### config.mk
export PLATFORM = sky130hd
export DESIGN_NAME = addsub_pipe
export DESIGN_NICKNAME = d
export VERILOG_FILES = /design/src/rtl/addsub_pkg.sv /design/src/rtl/addsub_stage.sv /design/src/rtl/addsub_pipe.sv
export SDC_FILE = /design/constraint.sdc
export NUM_CORES = 1
export LEC_CHECK = 0
export BUFFER_PORTS_ARGS = -buffer_cell sky130_fd_sc_hd__buf_4
export CAP_MARGIN = 10
export CELL_PAD_IN_SITES_DETAIL_PLACEMENT = 2
export CELL_PAD_IN_SITES_GLOBAL_PLACEMENT = 2
export CORE_ASPECT_RATIO = 1.2
export CORE_MARGIN = 10
export CORE_UTILIZATION = 34
export CTS_CLUSTER_DIAMETER = 50
export DETAILED_ROUTE_END_ITERATION = 8
export PLACE_DENSITY = 0.8
export SYNTH_ARGS = -nofsm -noshare
export SYNTH_HDL_FRONTEND = slang
export SYNTH_SLANG_ARGS = --single-unit
### constraint.sdc
create_clock -name clk -period 3.9 [get_ports clk]
set_input_delay 0.975 -clock clk [delete_from_list [all_inputs] [get_ports clk]]
set_output_delay 0.975 -clock clk [all_outputs]
set_load 0.005 [all_outputs]
### src/rtl/addsub_pkg.sv
// Shared types for the pipelined adder/subtractor.
package addsub_pkg;

    typedef enum logic {
        OP_ADD = 1'b0,
        OP_SUB = 1'b1
    } op_t;

    typedef struct packed {
        logic carry_out;
        logic overflow;
        logic zero;
        logic negative;
    } flags_t;

endpackage

### src/rtl/addsub_stage.sv
// One carry-chunk stage of addsub_pipe: adds chunk IDX and carries operands/partial sum forward.
// ADDSUB_PIPE_SATURATE_EN enables clamping of the final sum on signed overflow.
module addsub_stage
    import addsub_pkg::*;
#(
    parameter int unsigned WIDTH  = 8,
    parameter int unsigned STAGES = 2,
    parameter int unsigned IDX    = 0
) (
    input  logic             clk,
    input  logic             rst,
    input  logic             stall,
    input  logic             in_valid,
    input  logic [WIDTH-1:0] a_in,
    input  logic [WIDTH-1:0] b_in,
    input  logic [WIDTH-1:0] sum_in,
    input  logic             carry_in,
    output logic             out_valid,
    output logic [WIDTH-1:0] a_out,
    output logic [WIDTH-1:0] b_out,
    output logic [WIDTH-1:0] sum_out,
    output logic             carry_out,
    output flags_t           flags_out
);

    localparam int unsigned C = WIDTH / STAGES;

    logic [C:0]       chunk;
    logic [WIDTH-1:0] sum_next;
    logic [WIDTH-1:0] sum_fin;
    logic [WIDTH-1:0] sum_d;
    logic             ovf;
    flags_t           flags_d;

    logic             valid_q;
    logic [WIDTH-1:0] a_q, b_q, sum_q;
    logic             carry_q;
    flags_t           flags_q;

    assign chunk = {1'b0, a_in[IDX*C +: C]} + {1'b0, b_in[IDX*C +: C]} + {{C{1'b0}}, carry_in};

    always_comb begin
        sum_next = sum_in;
        sum_next[IDX*C +: C] = chunk[C-1:0];
        // b_in is already b or ~b, so this is the plain signed-add overflow rule.
        ovf = (a_in[WIDTH-1] == b_in[WIDTH-1]) && (sum_next[WIDTH-1] != a_in[WIDTH-1]);
`ifdef ADDSUB_PIPE_SATURATE_EN
        if (ovf) begin
            sum_fin = a_in[WIDTH-1] ? {1'b1, {(WIDTH-1){1'b0}}} : {1'b0, {(WIDTH-1){1'b1}}};
        end else begin
            sum_fin = sum_next;
        end
`else
        sum_fin = sum_next;
`endif
        flags_d.carry_out = chunk[C];
        flags_d.overflow  = ovf;
        flags_d.zero      = (sum_fin == '0);
        flags_d.negative  = sum_fin[WIDTH-1];
        if (IDX == STAGES - 1) begin
            sum_d = sum_fin;
        end else begin
            sum_d = sum_next;
        end
    end

    always_ff @(posedge clk or posedge rst) begin
        if (rst) begin
            valid_q <= 1'b0;
            a_q     <= '0;
            b_q     <= '0;
            sum_q   <= '0;
            carry_q <= 1'b0;
            flags_q <= '0;
        end else if (!stall) begin
            valid_q <= in_valid;
            a_q     <= a_in;
            b_q     <= b_in;
            sum_q   <= sum_d;
            carry_q <= chunk[C];
            flags_q <= flags_d;
        end
    end

    assign out_valid = valid_q;
    assign a_out     = a_q;
    assign b_out     = b_q;
    assign sum_out   = sum_q;
    assign carry_out = carry_q;
    assign flags_out = flags_q;

endmodule

### src/rtl/addsub_pipe.sv
// Pipelined add/subtract with valid/ready handshake, one carry chunk per stage.
// ADDSUB_PIPE_SATURATE_EN (in addsub_stage) clamps the sum on signed overflow.
module addsub_pipe
    import addsub_pkg::*;
#(
    parameter int unsigned WIDTH  = 8,
    parameter int unsigned STAGES = 2
) (
    input  logic             clk,
    input  logic             rst,
    input  logic             in_valid,
    output logic             in_ready,
    input  logic [WIDTH-1:0] a,
    input  logic [WIDTH-1:0] b,
    input  op_t              op,
    output logic             out_valid,
    input  logic             out_ready,
    output logic [WIDTH-1:0] sum,
    output logic             carry_out,
    output logic             overflow,
    output logic             zero,
    output logic             negative
);

    if (WIDTH < 2 || STAGES < 1 || (WIDTH % STAGES) != 0) begin : g_bad_cfg
        $error("addsub_pipe: WIDTH must be >= 2 and a multiple of STAGES >= 1");
    end

    logic             stall;
    logic [STAGES:0]  pv;
    logic [STAGES:0]  pc;
    logic [WIDTH-1:0] pa [STAGES+1];
    logic [WIDTH-1:0] pb [STAGES+1];
    logic [WIDTH-1:0] ps [STAGES+1];
    flags_t           pf [STAGES];

    // Subtraction is a + ~b + 1: invert b up front and feed op as the first carry-in.
    assign pv[0] = in_valid;
    assign pa[0] = a;
    assign pb[0] = b ^ {WIDTH{op == OP_SUB}};
    assign ps[0] = '0;
    assign pc[0] = (op == OP_SUB);

    for (genvar k = 0; k < STAGES; k++) begin : g_stage
        addsub_stage #(
            .WIDTH (WIDTH),
            .STAGES(STAGES),
            .IDX   (k)
        ) u_stage (
            .clk      (clk),
            .rst      (rst),
            .stall    (stall),
            .in_valid (pv[k]),
            .a_in     (pa[k]),
            .b_in     (pb[k]),
            .sum_in   (ps[k]),
            .carry_in (pc[k]),
            .out_valid(pv[k+1]),
            .a_out    (pa[k+1]),
            .b_out    (pb[k+1]),
            .sum_out  (ps[k+1]),
            .carry_out(pc[k+1]),
            .flags_out(pf[k])
        );
    end

    assign out_valid = pv[STAGES];
    assign stall     = out_valid & ~out_ready;
    assign in_ready  = ~stall;
    assign sum       = ps[STAGES];
    assign carry_out = pf[STAGES-1].carry_out;
    assign overflow  = pf[STAGES-1].overflow;
    assign zero      = pf[STAGES-1].zero;
    assign negative  = pf[STAGES-1].negative;

endmodule
; Yosys cells after proc, flatten, opt, wreduce, memory -nomap -nowiden
; Index checks and enable logic that the tools add are counted.
[classes]
addsub = 4
n_eq_ne = 2
bitwise = 4
reduce_logical = 2
[op_table]
columns = op, n
row1 = adder 4 x 4 -> 5 bit, 2
row2 = adder 5 x 1 -> 5 bit, 2
row3 = zero test 8 bit, 1
row4 = XOR 8 bit, 1
row5 = NOT 1 bit, 2
row6 = bitwise AND 1 bit, 1
row7 = == test 1 bit, 1
row8 = logical AND 1 bit, 1
row9 = != test 1 bit, 1
[word_totals]
register_bits = 35
input_bits = 21
wordCells = 23

; Depth between registers and ports, before layout
[logic_depth]
depth_word = 4
ltp_mapped = 7
mapped_depth_nobuf = 6

; By module
; Synthesis repeated with hierarchy kept, for this count alone.
[hier_totals]
hier_cells = 198
hier_area_um2 = 2546.2
[modules_own_cells]
columns = mod, n_inst, cells_per_inst, area_per_inst_um2, seq_area_each_um2
row1 = addsub_stage (g_stage[0].u_stage), 1, 98, 1229.9, 700.7
row2 = addsub_stage (g_stage[1].u_stage), 1, 88, 1218.7, 700.7
row3 = addsub_pipe, 1, 12, 97.6, 0.0

; Worst setup path before layout
; OpenSTA, ideal clock, no wires.
[synth_timing]
path_type = input -> output
from = in out_ready
to = out in_ready
arrival_time_ns = 1.563
t_required_ns = 2.925
slack_ns = 1.362
path_stages = 4
cell_sequence = nor2b_1 > buf_2 > inv_1 > buf_1
[synth_between]
elab_chain_cells = 3
[synth_rtl]
columns = element, line
row1 = "start, declared", addsub_pipe.sv:17  ; input logic out_ready,
row2 = NOT 1 bit, addsub_pipe.sv:68  ; assign stall = out_valid & ~out_ready;
row3 = bitwise AND 1 bit, addsub_pipe.sv:68
row4 = NOT 1 bit, addsub_pipe.sv:69  ; assign in_ready = ~stall;
row5 = "end, declared", addsub_pipe.sv:12  ; output logic in_ready,
; Every way passes these cells.

; Worst setup path in the final report
; Same ends and word-level chain as after synthesis.

==> qor.txt <==
Clk network pwr share = 0.205
Initial Util = 0.359
final wirelength = 3260 µm
grt met3 use = 0.0101
Hold Path Sink = g_stage[1].u_stage.sum_out[0]
I/O Pins = 35
Antenna diodes = 0
cells along the critical path = buf_4 -> nor2b_1 -> inv_1 -> buf_4 -> buf_4
minimum clock period = 2.65 ns
# setup viols final = 0
die height = 88.4 µm
placer congestion estimate = 0.721
worst slew pin tran = 1.02 ns
Worst-path clk slew = 0.08 ns
fin. max-slew vios = 0
Vias/cell = 4.60
Port-buffer cells = 34
Starting DRT DRC Count = 21
Resize count post-CTS = 0
Fin Clk Skew = 0.00684 ns
Worst R2R End = g_stage[1].u_stage.flags_out[0]
status = complete, no violations
reg2reg start = g_stage[0].u_stage.carry_out
Routed WL per cell = 15.0 µm
DR DRC count = 0
Clock Latency Late Sink = 0.27 ns
Comb pwr share = 0.344
Rows = 24
pin count of the biggest net entering global routing = 28
Vias = 998
Setup Buffers After CTS = 0
period utilisation layout = 0.680
Post-DP Area = 1620 µm²
H-Tree Depth = 1
GRT busiest layer = met2
Internal = 0.586 mW
vias in the first global route = 1203
Final Cell Area = 1680 µm²
Hold Path Origin = g_stage[1].u_stage.sum_out[0]
drt pass-1 iters = 4
Buffers & Inverters on Critical Path = 4
normalized max-slew margin = 0.322
Yosys cell types = 24
first-pass GRT wire length = 5720 µm
Max-Cap Viols = 0
initial antenna violation count = 0
Net Sw Frac = 0.313
P_sw = 0.268 mW
Syn Inst Count = 132
ANT nets after route = 0
Root Buffer = clkbuf_8
RSZ-0062 raised after global routing = no
Fillers = 410
Avg Inst Size Synth = 10.0 µm²
LEAKAGE = 0.837 nW
grt met1 use = 0.123
Die X = 77.0 µm
CTS tree = built
register area share after synthesis = 0.491
TritonCTS sink count = 26
Place WS = 1.24 ns
area delta synth->final = 26.5%
Setup Crit Path Kind = in2out
Worst Path Required = 2.92 ns
CP Max Fanout = 23
CP Capture Type = primary output
final core utilization = 0.454
Synthesized Nets = 162
worst vdd ir = 144 µV
WP data arrival = 1.68 ns
Core Region = 3690 µm²
share of cells above drive strength 1 = 0.267
Post-Syn Area = 1330 µm²
setup_tns = 0 ns
sequential share of power = 0.451
hold buffer count at CTS = 0
critical path's top delay family = buffers and inverters
Hold Violations, Final = 0
worst hold stages = 2
GRT overflow = 0
CP max stage delay = 0.21 ns
reg-to-reg setup timing slack = 2.04 ns
DP HPWL = 2620 µm
Power Density = 509 nW/µm²
die area = 6810 µm²
Yosys warning count = 0
Clock Tree Buf Depth = 2
CP max stage cell = buf_4
GRT Overall Usage = 0.102
critical path's most frequent cell = buf_4
Layout Nets = 196
Hold Crit Class = reg2reg
Final WS setup = 1.25 ns
met2 Use GR = 0.180
Inserted Clock Buffers = 3
Worst setup SP type = input pin
#FFs+latches synth = 26
Reg2Reg Depth = 5
Fmax = 0.377 GHz
-- power by group through the flow --
stage	Clock (mW)	Sequential (mW)	Combinational (mW)
after floorplan	0	0.385	0.167
after global placement	0	0.386	0.290
after detailed placement	0	0.393	0.305
after CTS	0.181	0.388	0.307
after global routing	0.193	0.397	0.339
final	0.175	0.385	0.294
-- routing by layer --
metal  up-vias  part of all wire
li1        487                 -
met1       473              0.47
met2        33              0.48
met3         5             0.033
met4         0             0.019
met5         -                 0
-- cells in the final DEF (no fill, tap or decap), drive strengths merged, types with 2 or more instances in the layout --
cell	synthesis	routed
nand2	40	40
buf	4	36
dfrtp	26	26
o21ai	9	9
xnor2	7	7
xor2	6	6
ha	6	6
inv	5	5
a21oi	5	5
nor2	4	4
clkbuf	3	4
a21o	3	3
fa	3	3
mux2	3	3
nor2b	2	2
o31ai	2	2
-- through the flow --
step	hold slack (ns)	power, mW	instances
global route	0.524	0.928	217
detailed placement	0.462	0.698	213
global placement	0.443	0.676	213
floorplan	0.430	0.553	132
finish	0.477	0.854	217
CTS	0.482	0.876	217
-- cell families (layout without fill, tap and decap cells) --
kind of cell / after synthesis / after routing / synth area share
simple gates: 49 / 49 / 0.150
flops: 26 / 26 / 0.491
compound gates: 20 / 20 / 0.0972
xor+xnor: 13 / 13 / 0.0858
buf+inv: 12 / 45 / 0.0434
fa+ha+maj: 9 / 9 / 0.102
mux: 3 / 3 / 0.0311
-- cells in the mapped netlist --
| cell | n | area [µm²] |
|---|---|---|
| o31ai_1 | 2 | 15.0 |
| a21oi_1 | 5 | 25.0 |
| mux2_4 | 2 | 30.0 |
| nand4b_1 | 1 | 8.76 |
| xor2_1 | 6 | 52.6 |
| dfrtp_1 | 26 | 651 |
| a31oi_4 | 1 | 21.3 |
| a21o_1 | 3 | 22.5 |
| mux2_2 | 1 | 11.3 |
| clkbuf_1 | 3 | 11.3 |
| nor2_1 | 4 | 15.0 |
| nand2_1 | 40 | 150 |
| buf_2 | 1 | 5.00 |
| o21ai_0 | 9 | 45.0 |
| fa_1 | 3 | 60.1 |
| ha_1 | 6 | 75.1 |
| buf_1 | 1 | 3.75 |
| xnor2_1 | 7 | 61.3 |
| buf_6 | 1 | 11.3 |
| nor2b_1 | 2 | 12.5 |
| nand2b_1 | 1 | 6.26 |
| nor4_1 | 1 | 6.26 |
| inv_1 | 5 | 18.8 |
| buf_4 | 1 | 7.51 |
-- how the worst max path moves through the flow --
stage / end / depth (start not counted) / startpoint
after global placement: in_ready / 5 / out_ready
after global routing: in_ready / 5 / out_ready
after detailed placement: in_ready / 5 / out_ready
final: in_ready / 5 / out_ready
after CTS: in_ready / 5 / out_ready
after floorplan: in_ready / 4 / out_ready
-- cell type report --
cell class	count	area [µm²]	area share
sequential	26	651	0.388
multi-input combinational	94	618	0.368
timing repair buffer	36	270	0.161
tap	52	65.1	0.0388
clock buffer	4	55.1	0.0328
inverter	5	18.8	0.0112
-- flip-flops by register name (all words and copies together), names as in the netlist --
register / cells
g_stage.u_stage.a_out: 4
g_stage.u_stage.b_out: 4
g_stage.u_stage.carry_out: 1
g_stage.u_stage.flags_out: 4
g_stage.u_stage.out_valid: 2
g_stage.u_stage.sum_out: 11
-- worst register-to-register path, delay by kind of cell (launching register included) --
family	cells	cell delay, ns
AO/OA/AOI/OAI	2	0.45
XOR/XNOR	1	0.15
adder cells (fa/ha/maj)	1	0.46
flip-flops	1	0.41
multiplexers	1	0.28
(Power assumes the default switching activity.)
